--- config.mk ---
export PLATFORM = sky130hd
export DESIGN_NAME = mem_port_arbiter
export DESIGN_NICKNAME = d
export VERILOG_FILES = /design/src/rtl/mem_port_arbiter_pkg.sv /design/src/rtl/rr_select.sv /design/src/rtl/mem_port_arbiter.sv
export SDC_FILE = /design/constraint.sdc
export NUM_CORES = 1
export LEC_CHECK = 0
export ABC_AREA = 0
export CORE_MARGIN = 2
export CORE_UTILIZATION = 49
export DETAILED_ROUTE_END_ITERATION = 6
export PLACE_DENSITY = 0.95
export SLEW_MARGIN = 20
export SYNTH_ARGS = -nofsm -noshare
export SYNTH_HDL_FRONTEND = slang
export SYNTH_SLANG_ARGS = --single-unit
--- constraint.sdc ---
create_clock -name clk -period 11.4 [get_ports clk]
set_input_delay 2.28 -clock clk [delete_from_list [all_inputs] [get_ports clk]]
set_output_delay 2.28 -clock clk [all_outputs]
set_load 0.005 [all_outputs]
--- src/rtl/mem_port_arbiter_pkg.sv ---
// mem_port_arbiter_pkg
// Shared definitions for the memory port arbiter.
// Contents:
//   state_t          - arbiter FSM encoding (IDLE, READ, WRITE, DONE)
//   SZ_B/SZ_H/SZ_W   - access size codes, stored as bytes-1
//   IO_BASE_DEFAULT  - lowest byte address treated as I/O
//   norm_size()      - maps the unused code 2 onto a word access
//   extend_load()    - sign- or zero-extends an assembled load value
package mem_port_arbiter_pkg;

  typedef enum logic [1:0] {
    ST_IDLE  = 2'd0,
    ST_READ  = 2'd1,
    ST_WRITE = 2'd2,
    ST_DONE  = 2'd3
  } state_t;

  localparam logic [1:0] SZ_B = 2'd0;
  localparam logic [1:0] SZ_H = 2'd1;
  localparam logic [1:0] SZ_W = 2'd3;

  localparam logic [31:0] IO_BASE_DEFAULT = 32'h0003_0000;

  // Code 2 has no natural access width, so it is treated as a full word.
  function automatic logic [1:0] norm_size(input logic [1:0] code);
    return (code == 2'd2) ? SZ_W : code;
  endfunction

  // The top captured byte supplies the sign bit for signed loads.
  function automatic logic [31:0] extend_load(input logic [31:0] raw,
                                              input logic [1:0]  code,
                                              input logic        sign_ext);
    logic [31:0] res;
    case (code)
      SZ_B:    res = {{24{sign_ext & raw[7]}}, raw[7:0]};
      SZ_H:    res = {{16{sign_ext & raw[15]}}, raw[15:0]};
      default: res = raw;
    endcase
    return res;
  endfunction

endpackage

--- src/rtl/rr_select.sv ---
// rr_select
// Combinational round-robin selector: picks the lowest-index requester at
// or after ptr, wrapping from NPORT-1 back to 0.
// Ports:
//   req   [NPORT-1:0] in  - request vector
//   ptr   [PW-1:0]    in  - highest-priority port this cycle (< NPORT)
//   grant [NPORT-1:0] out - one-hot grant, all zero when nobody requests
//   index [PW-1:0]    out - index of the granted port (0 when no grant)
module rr_select #(
  parameter int NPORT = 3,
  parameter int PW    = (NPORT > 1) ? $clog2(NPORT) : 1
) (
  input  logic [NPORT-1:0] req,
  input  logic [PW-1:0]    ptr,
  output logic [NPORT-1:0] grant,
  output logic [PW-1:0]    index
);

  localparam int CW = PW + 1;

  logic [CW-1:0] cand;
  logic          found;

  // Walk the ports starting at ptr; one extra bit on the candidate index
  // lets the wrap be done with a single compare-and-subtract, which also
  // works when NPORT is not a power of two.
  always_comb begin
    grant = '0;
    index = '0;
    found = 1'b0;
    cand  = '0;
    for (int i = 0; i < NPORT; i++) begin
      cand = {1'b0, ptr} + CW'(i);
      if (cand >= CW'(NPORT)) cand = cand - CW'(NPORT);
      if (!found && req[cand[PW-1:0]]) begin
        found = 1'b1;
        index = cand[PW-1:0];
      end
    end
    if (found) grant[index] = 1'b1;
  end

endmodule

--- src/rtl/mem_port_arbiter.sv ---
// mem_port_arbiter
// Serialises 8/16/32-bit loads and stores from NPORT requesters onto a
// byte-wide RAM port, one transaction at a time, round-robin fair.
// Ports:
//   clk, rst (async, active-high), rdy (global enable; freezes all state)
//   mem_din / mem_dout / mem_a / mem_wr - byte RAM port (read data one
//     cycle after its address)
//   io_buffer_full - stalls store beats addressed at or above IO_BASE
//   req/we/sign [NPORT], size [2*NPORT], addr/wdata [32*NPORT] - requests
//   done [NPORT] - completion pulse, rdata - last load result
//   busy - high whenever a transaction is in flight
//   flush - aborts an in-flight load and blocks grants while asserted
module mem_port_arbiter
  import mem_port_arbiter_pkg::*;
#(
  parameter int          NPORT   = 3,
  parameter logic [31:0] IO_BASE = IO_BASE_DEFAULT
) (
  input  logic                 clk,
  input  logic                 rst,
  input  logic                 rdy,
  input  logic [7:0]           mem_din,
  output logic [7:0]           mem_dout,
  output logic [31:0]          mem_a,
  output logic                 mem_wr,
  input  logic                 io_buffer_full,
  input  logic [NPORT-1:0]     req,
  input  logic [NPORT-1:0]     we,
  input  logic [NPORT-1:0]     sign,
  input  logic [2*NPORT-1:0]   size,
  input  logic [32*NPORT-1:0]  addr,
  input  logic [32*NPORT-1:0]  wdata,
  output logic [NPORT-1:0]     done,
  output logic [31:0]          rdata,
  output logic                 busy,
  input  logic                 flush
);

  localparam int PW = (NPORT > 1) ? $clog2(NPORT) : 1;

  state_t         state_q, state_d;
  logic [2:0]     beat_q, beat_d;
  logic [PW-1:0]  ptr_q;
  logic [PW-1:0]  port_q;
  logic           sign_q;
  logic [1:0]     size_q;
  logic [31:0]    addr_q;
  logic [31:0]    wdata_q;
  logic [23:0]    rbuf_q;
  logic [31:0]    rdata_q;

  logic [NPORT-1:0] grant;
  logic [PW-1:0]    gidx;
  logic [31:0]      cur_addr;
  logic             io_stall;
  logic             take;
  logic             cap;
  logic             finish_load;
  logic [31:0]      load_raw;

  rr_select #(
    .NPORT (NPORT),
    .PW    (PW)
  ) u_rr_select (
    .req   (req),
    .ptr   (ptr_q),
    .grant (grant),
    .index (gidx)
  );

  // Address arithmetic wraps naturally at 32 bits.
  assign cur_addr = addr_q + 32'(beat_q);
  assign io_stall = io_buffer_full && (cur_addr >= IO_BASE);

  // The final beat's byte comes straight from mem_din so the load result
  // can be registered on the same edge that moves the FSM to DONE.
  always_comb begin
    load_raw = {8'h00, rbuf_q};
    load_raw[{size_q, 3'b000} +: 8] = mem_din;
  end

  // Next-state and output decode. A read beat k presents addr+k and
  // captures the byte addressed in beat k-1; one extra beat collects the
  // last byte. Write beats only advance when the beat is actually issued.
  always_comb begin
    state_d     = state_q;
    beat_d      = beat_q;
    take        = 1'b0;
    cap         = 1'b0;
    finish_load = 1'b0;
    mem_a       = '0;
    mem_dout    = '0;
    mem_wr      = 1'b0;
    done        = '0;
    case (state_q)
      ST_IDLE: begin
        if (!flush && (|grant)) begin
          take    = 1'b1;
          beat_d  = '0;
          state_d = (|(we & grant)) ? ST_WRITE : ST_READ;
        end
      end
      ST_READ: begin
        mem_a = cur_addr;
        if (flush) begin
          state_d = ST_IDLE;
          beat_d  = '0;
        end else if (beat_q == ({1'b0, size_q} + 3'd1)) begin
          finish_load = 1'b1;
          state_d     = ST_DONE;
          beat_d      = '0;
        end else begin
          cap    = (beat_q != 3'd0);
          beat_d = beat_q + 3'd1;
        end
      end
      ST_WRITE: begin
        mem_a    = cur_addr;
        mem_dout = wdata_q[{beat_q[1:0], 3'b000} +: 8];
        if (!io_stall) begin
          mem_wr = rdy;
          if (beat_q == {1'b0, size_q}) begin
            state_d = ST_DONE;
            beat_d  = '0;
          end else begin
            beat_d = beat_q + 3'd1;
          end
        end
      end
      ST_DONE: begin
        done[port_q] = 1'b1;
        state_d      = ST_IDLE;
      end
      default: state_d = ST_IDLE;
    endcase
  end

  // State and datapath registers; nothing moves while rdy is low.
  always_ff @(posedge clk or posedge rst) begin
    if (rst) begin
      state_q <= ST_IDLE;
      beat_q  <= '0;
      ptr_q   <= '0;
      port_q  <= '0;
      sign_q  <= 1'b0;
      size_q  <= SZ_B;
      addr_q  <= '0;
      wdata_q <= '0;
      rbuf_q  <= '0;
      rdata_q <= '0;
    end else if (rdy) begin
      state_q <= state_d;
      beat_q  <= beat_d;
      if (take) begin
        ptr_q   <= (gidx == PW'(NPORT - 1)) ? '0 : gidx + PW'(1);
        port_q  <= gidx;
        sign_q  <= sign[gidx];
        size_q  <= norm_size(size[2*gidx +: 2]);
        addr_q  <= addr[32*gidx +: 32];
        wdata_q <= wdata[32*gidx +: 32];
      end
      if (cap) rbuf_q[{beat_q[1:0] - 2'd1, 3'b000} +: 8] <= mem_din;
      if (finish_load) rdata_q <= extend_load(load_raw, size_q, sign_q);
    end
  end

  assign rdata = rdata_q;
  assign busy  = (state_q != ST_IDLE);

endmodule

==> results of run 1 <==
[state kept, by name, indices dropped and copies added, names as in the netlist]
| name | count |
|---|---|
| state_q | 2 |
| wdata_q | 32 |
| rdata | 32 |
| beat_q | 3 |
| sign_q | 1 |
| rbuf_q | 24 |
| ptr_q | 2 |
| size_q | 2 |
| addr_q | 32 |
| port_q | 2 |
[worst paths after layout]
path | from | to | cells after the start
setup / recovery | beat_q[0] | mem_wr | 10
hold / removal | rbuf_q[18] | rbuf_q[18] | 2
setup reg to reg | beat_q[0] | state_q[1] | 10
hold reg to reg | rbuf_q[18] | rbuf_q[18] | 2
max in group asynchronous | rst | size_q[0] | 3
min in group asynchronous | rst | addr_q[18] | 2
[cells in the final DEF, fill, tap and decap left out, drive strengths merged, types with 18 or more instances in the layout]
cell           synthesis  routed
and2                  34      34
a31oi                 67      67
a21oi                 49      49
a22oi                 67      67
xnor2                 20      20
ha                    23      23
dfrtp                132     132
nand2                145     145
nor2b                 31      31
o21ai                 42      42
nor2                 104     104
inv                   19      24
clkdlybuf4s50          0     296
clkbuf                53      18
[critical path, cell delays in order (launching register included)]
cell,delay (ps)
dfrtp_1,670
ha_1,410
fa_1,440
a21oi_1,310
or4_1,350
o211ai_1,150
a22oi_1,210
nand4_1,180
o31ai_1,310
and3_1,190
clkdlybuf4s50_1,560
[per-stage QoR]
stage                     area [um2]  setup WS (ps)  hold WS, ps
after floorplan                 8180           5590          442
after global placement         11200           5410          453
after detailed placement       11200           5340          462
after CTS                      11800           4870          475
after global routing           11800           4620          512
final                          11800           4900          474
[cell type report]
class | instances | area (um2)
Antenna cell | 1 | 2.50
Clock buffer | 18 | 429
Clock inverter | 13 | 126
Fill cell | 1195 | 4670
Inverter | 19 | 76.3
Multi-Input combinational cell | 734 | 4570
Sequential cell | 132 | 3300
Tap cell | 220 | 275
Timing Repair Buffer | 302 | 3010
[report_power, final]
| part | switching, W | total, W | internal (W) | leakage (nW) |
|---|---|---|---|---|
| combinational | 0.000724 | 0.00149 | 0.000770 | 2.81 |
| sequential | 0.000223 | 0.000880 | 0.000658 | 1.61 |
| clock | 0.000219 | 0.000521 | 0.000302 | 0.265 |
[per-layer routing]
metal | track usage | vias up
li1 | - | 3904
met1 | 0.354 | 4026
met2 | 0.523 | 453
met3 | 0.0784 | 79
met4 | 0.118 | 0
met5 | 0 | -
[logic make-up after synthesis]
kind of cell / count (synthesis)
AND/OR/NAND/NOR: 388
AO/OA/AOI/OAI: 270
flip-flops: 132
buffers and inverters: 90
XOR/XNOR: 34
adder cells (fa/ha/maj): 26
multiplexers: 16
==> metrics, run 1 <==
outcome finished clean; Core Util, Final 0.716; Worst Setup End Kind output pin; worst hold-check path type register to register; Final Hold Viols 0; Post-Syn Area 0.00818 mm2; top layer in use met4; Ys Warns 0; final worst path period share 0.570; post-layout minimum cycle time 6500 ps; largest net degree at the start of global routing between 100 and 150; setup TNS 0 ps; mux cell area share after synthesis 0.0324; Yosys top cell area share 0.404; global-route wire length before repair roughly 42000 um; Synth Area in XOR/XNOR 0.0364; sequential fraction of the synthesis area 0.404; TritonRoute pass-1 iters 6; CP arrival around 4200 ps; total track usage 0.300; met1 wire length approximately 10000 um; Die H about 130 um; top-count cell post-synth nand2_1; via/cell ratio 5.88; clock-pin transition on the worst setup and hold timing paths approximately 60 ps; PostCTS Resize Cnt 0; P&R area growth vs syn 44.2%; pwr/cell area 245 mW/mm2; Top-Level Pins between 200 and 300; drt drc 0; CTS Hold Buffers Added 0; dpl cells roughly 1400; core area 0.0165 mm2; Detail Route Antenna Nets 0; RSZ-0062 raised after global routing no; Synth area leaders dfrtp_1 (40%), nand2_1 (6.7%), a22oi_1 (6.1%), a31oi_1 (5.1%), nor2_1 (4.8%); # H-tree levels 4; Unique masters post-synth 61; post-synthesis compound-gate area fraction 0.216; Clock Path Buffers 2; routed wl met2 about 13000 um; Cells after Synth about 960; Worst-Margin Slew around 1100 ps; residual overflow from global routing 0; die area roughly 0.018 mm2; vias in the first global route a little over 8000; routed via count 8462; largest family of logic cells by synthesized area simple AND/OR/NAND/NOR gates; Yosys reg bits 132; max-slew violation count 0; Max-Cap Viols 0; Post-synth EDFFs 0; Routed met3 length approximately 2200 um; Setup Buffers After CTS 0; setup slack, reg-to-reg ~7500 ps; total detailed-routing wirelength roughly 27000 um; Post-Syn Nets 1200; DR iter-0 viols 667; clk_skew 13.8 ps; Adder-Cell Fraction of Synth Area 0.0401; share of cells above drive strength 1 0.0525; Final Non-Filler Cells between 1000 and 1500; Power, Total 0.00289 W; Wirelength per Cell 18.5 um; Final GP Congestion between 0.8 and 0.9; Clk Tree Root Cell clkbuf_16; CTS tree built; worst-path maximum fanout 17; Commonest cells post-synth nand2_1 (145), dfrtp_1 (132), nor2_1 (104); kind of critical path register to output pin; Avg Cell Area, Syn roughly 8.6 um2; nets 1450; simple-gate share of the synthesized area 0.229; slew margin rel. 0.257; Clock Latency Late Sink between 400 and 500 ps; Peak VDD IR 0.000141 V; sinks on the clock net 132; total CTS buffers 17; dominant cell type by area after synthesis dfrtp_1; initial antenna violation count 1; Finish-stage setup viols 0; Post-synth ARST share 1.00; Leakage about 4.7 nW; Critical Path Source Type register; Max Freq between 0.15 and 0.2 GHz; ys flop type dfrtp_1; CP required around 9100 ps; Site Rows between 40 and 50; Starting Density 0.497; Horiz. Die Dim 133 um; I/O Buffers around 300; DP Wirelength between 15000 and 20000 um
Power figures use the tool's default switching activity.
==> run 2, diff against run 1 <==
--- a/config.mk
+++ b/config.mk
@@ -7,9 +7,9 @@
 export LEC_CHECK = 0
 export ABC_AREA = 0
 export CORE_MARGIN = 2
-export CORE_UTILIZATION = 49
+export CORE_UTILIZATION = 46
 export DETAILED_ROUTE_END_ITERATION = 6
-export PLACE_DENSITY = 0.95
+export PLACE_DENSITY = 0.93
 export SLEW_MARGIN = 20
 export SYNTH_ARGS = -nofsm -noshare
 export SYNTH_HDL_FRONTEND = slang
==> constraint.sdc (replaced) <==
create_clock -name clk -period 6.8 [get_ports clk]
set_input_delay 1.36 -clock clk [delete_from_list [all_inputs] [get_ports clk]]
set_output_delay 1.36 -clock clk [all_outputs]
set_load 0.005 [all_outputs]
==> run 2 against run 1 <==
Net effect: register-to-register slack lost 4600 ps; cell area rose by 0.45%; clock skew fell by 2.8 ps; sequential share of layout area down 0.12 points; first-iteration DRC count down 11%; via count decreased by 1.3%; non-clock buffer count did not move; clock power rose by 78%; sequential power up 68%; final cell count up 0.42%; worst setup slack worse by 3600 ps; routed wire length is 2.1% higher; largest cell class unchanged.
==> metrics, run 2 (same netlist as run 1, synthesis figures left out) <==
Setup WS post-layout 1350 ps (-3550 ps); Setup Buffers After CTS 0 (unchanged); CP required 5440 ps (-3680 ps); Site Rows 48 (+2.1%); PostCTS Resize Cnt 0 (unchanged); TritonRoute pass-1 iters 5 (-1); I/O Buffers 296 (unchanged); core area 0.0174 mm2 (+5.4%); Leakage 4.71 nW (+0.61%); vias in the first global route 8132 (+0.26%); Horiz. Die Dim 137 um (+3.1%); Starting Density 0.471 (-0.0255); Critical Path Source Type register; # fillers 1294 (+8.3%); clock-pin transition on the worst setup and hold timing paths 60 ps (about the same); max-slew violation count 0 (unchanged); total detailed-routing wirelength 27200 um (+2.1%); DP Wirelength 19900 um (+1.6%); Clock Path Buffers 2 (unchanged); Place WS 1790 ps (-3560 ps); post-layout minimum cycle time roughly 5400 ps; worst-path maximum fanout 17 (unchanged); setup slack, reg-to-reg 2980 ps (-4560 ps); largest net degree at the start of global routing 105 (-8.7%); initial antenna violation count 0 (-1); CTS Hold Buffers Added 0 (unchanged); Clock Latency Late Sink 430 ps (about the same); CTS tree built; outcome finished clean; nets 1450 (unchanged); residual overflow from global routing 0 (unchanged); RSZ-0062 raised after global routing no; Wirelength per Cell 18.8 um (+1.7%); total CTS buffers 17 (unchanged); worst hold-check path type register to register; area of the multi-input gates 0.00458 mm2 (+0.14%); Top-Level Pins 297 (unchanged); routed via count 8351 (-1.3%); Core Util, Final 0.683 (-0.0337); Max Freq 0.184 GHz; # H-tree levels 4 (unchanged); global-route wire length before repair 42400 um (+1.3%); Worst Setup End Kind output pin; kind of critical path register to output pin; pwr/cell area 415 mW/mm2 (+69%); setup TNS 0 ps (unchanged); Worst-Margin Slew 1130 ps (+33.7 ps); Die H 137 um (+3.1%); share of cells above drive strength 1 0.0534 (+0.000821); clk_skew 11.0 ps (-2.79 ps); drt drc 0 (unchanged); slew margin rel. 0.243 (-0.0141); P&R area growth vs syn 44.8%; most frequent cells in the layout clkdlybuf4s50_1 (296), nand2_1 (145), dfrtp_1 (132); Max-Cap Viols 0 (unchanged); final worst path period share 0.801; die area 0.0189 mm2 (+6.3%); Final GP Congestion 0.898 (+4.2%); Sequential Area 0.00330 mm2 (unchanged); Final Hold Viols 0 (unchanged); total track usage 0.291 (-0.00819); Finish-stage setup viols 0 (unchanged); DR iter-0 viols 595 (-11%); commonest non-fill, non-tap cell in the layout clkdlybuf4s50_1; via/cell ratio 5.78 (-1.7%); Detail Route Antenna Nets 0 (unchanged); CP arrival 4090 ps (-130 ps); sinks on the clock net 132 (unchanged); Peak VDD IR 0.000241 V (+71%); Clk Tree Root Cell clkbuf_16
run 2: cell type report:
cell class	instances	share of cell area
well taps	225	0.0238
diodes	2	0.000422
clock buffers	21	0.0397
multi-input cells	734	0.387
inverters	19	0.00644
flip-flops and latches	132	0.279
clock inverters	10	0.0104
repair buffers	302	0.254
run 2: final timing paths:
| kind | start | endpoint | cells after the start |
|---|---|---|---|
| max | beat_q[0] | mem_wr | 10 |
| max reg2reg | beat_q[0] | state_q[1] | 10 |
| max in group asynchronous | rst | beat_q[0] | 3 |
| min | rbuf_q[19] | rbuf_q[19] | 2 |
| min reg2reg | rbuf_q[19] | rbuf_q[19] | 2 |
| min in group asynchronous | rst | rdata[23] | 2 |
run 2: per-layer routing:
layer / routed length [um] / share of wire / up-vias / global-route usage
met5: 0 / 0 / - / 0
met4: 903 / 0.033 / 0 / 0.113
met3: 1870 / 0.069 / 72 / 0.0556
met2: 13700 / 0.50 / 399 / 0.499
met1: 10700 / 0.39 / 3964 / 0.364
li1: - / - / 3916 / -
run 2: critical path: stages (launching register included):
cell and delay (ps):
dfrtp_1 670, ha_1 410, fa_1 430, a21oi_1 330
or4_1 360, o211ai_1 140, a22oi_1 200, nand4_1 160
o31ai_1 250, and3_1 180, clkdlybuf4s50_1 520
run 2: metrics by stage:
| stage | hold slack [ps] | total power, W | std cells | instance area (um2) |
|---|---|---|---|---|
| 4_1_cts | 475 | 0.00491 | 1443 | 11800 |
| 5_1_grt | 504 | 0.00523 | 1443 | 11800 |
| 3_3_place_gp | 453 | 0.00385 | 1412 | 11200 |
| 2_1_floorplan | 442 | 0.00280 | 956 | 8180 |
| 3_5_place_dp | 463 | 0.00395 | 1412 | 11200 |
| 6_report | 473 | 0.00491 | 1445 | 11800 |
run 2: where the power goes:
part | internal, W | leakage, nW | switching (W)
Sequential | 0.00110 | 1.61 | 0.000379
Combinational | 0.00129 | 2.81 | 0.00121
Clock | 0.000570 | 0.294 | 0.000357
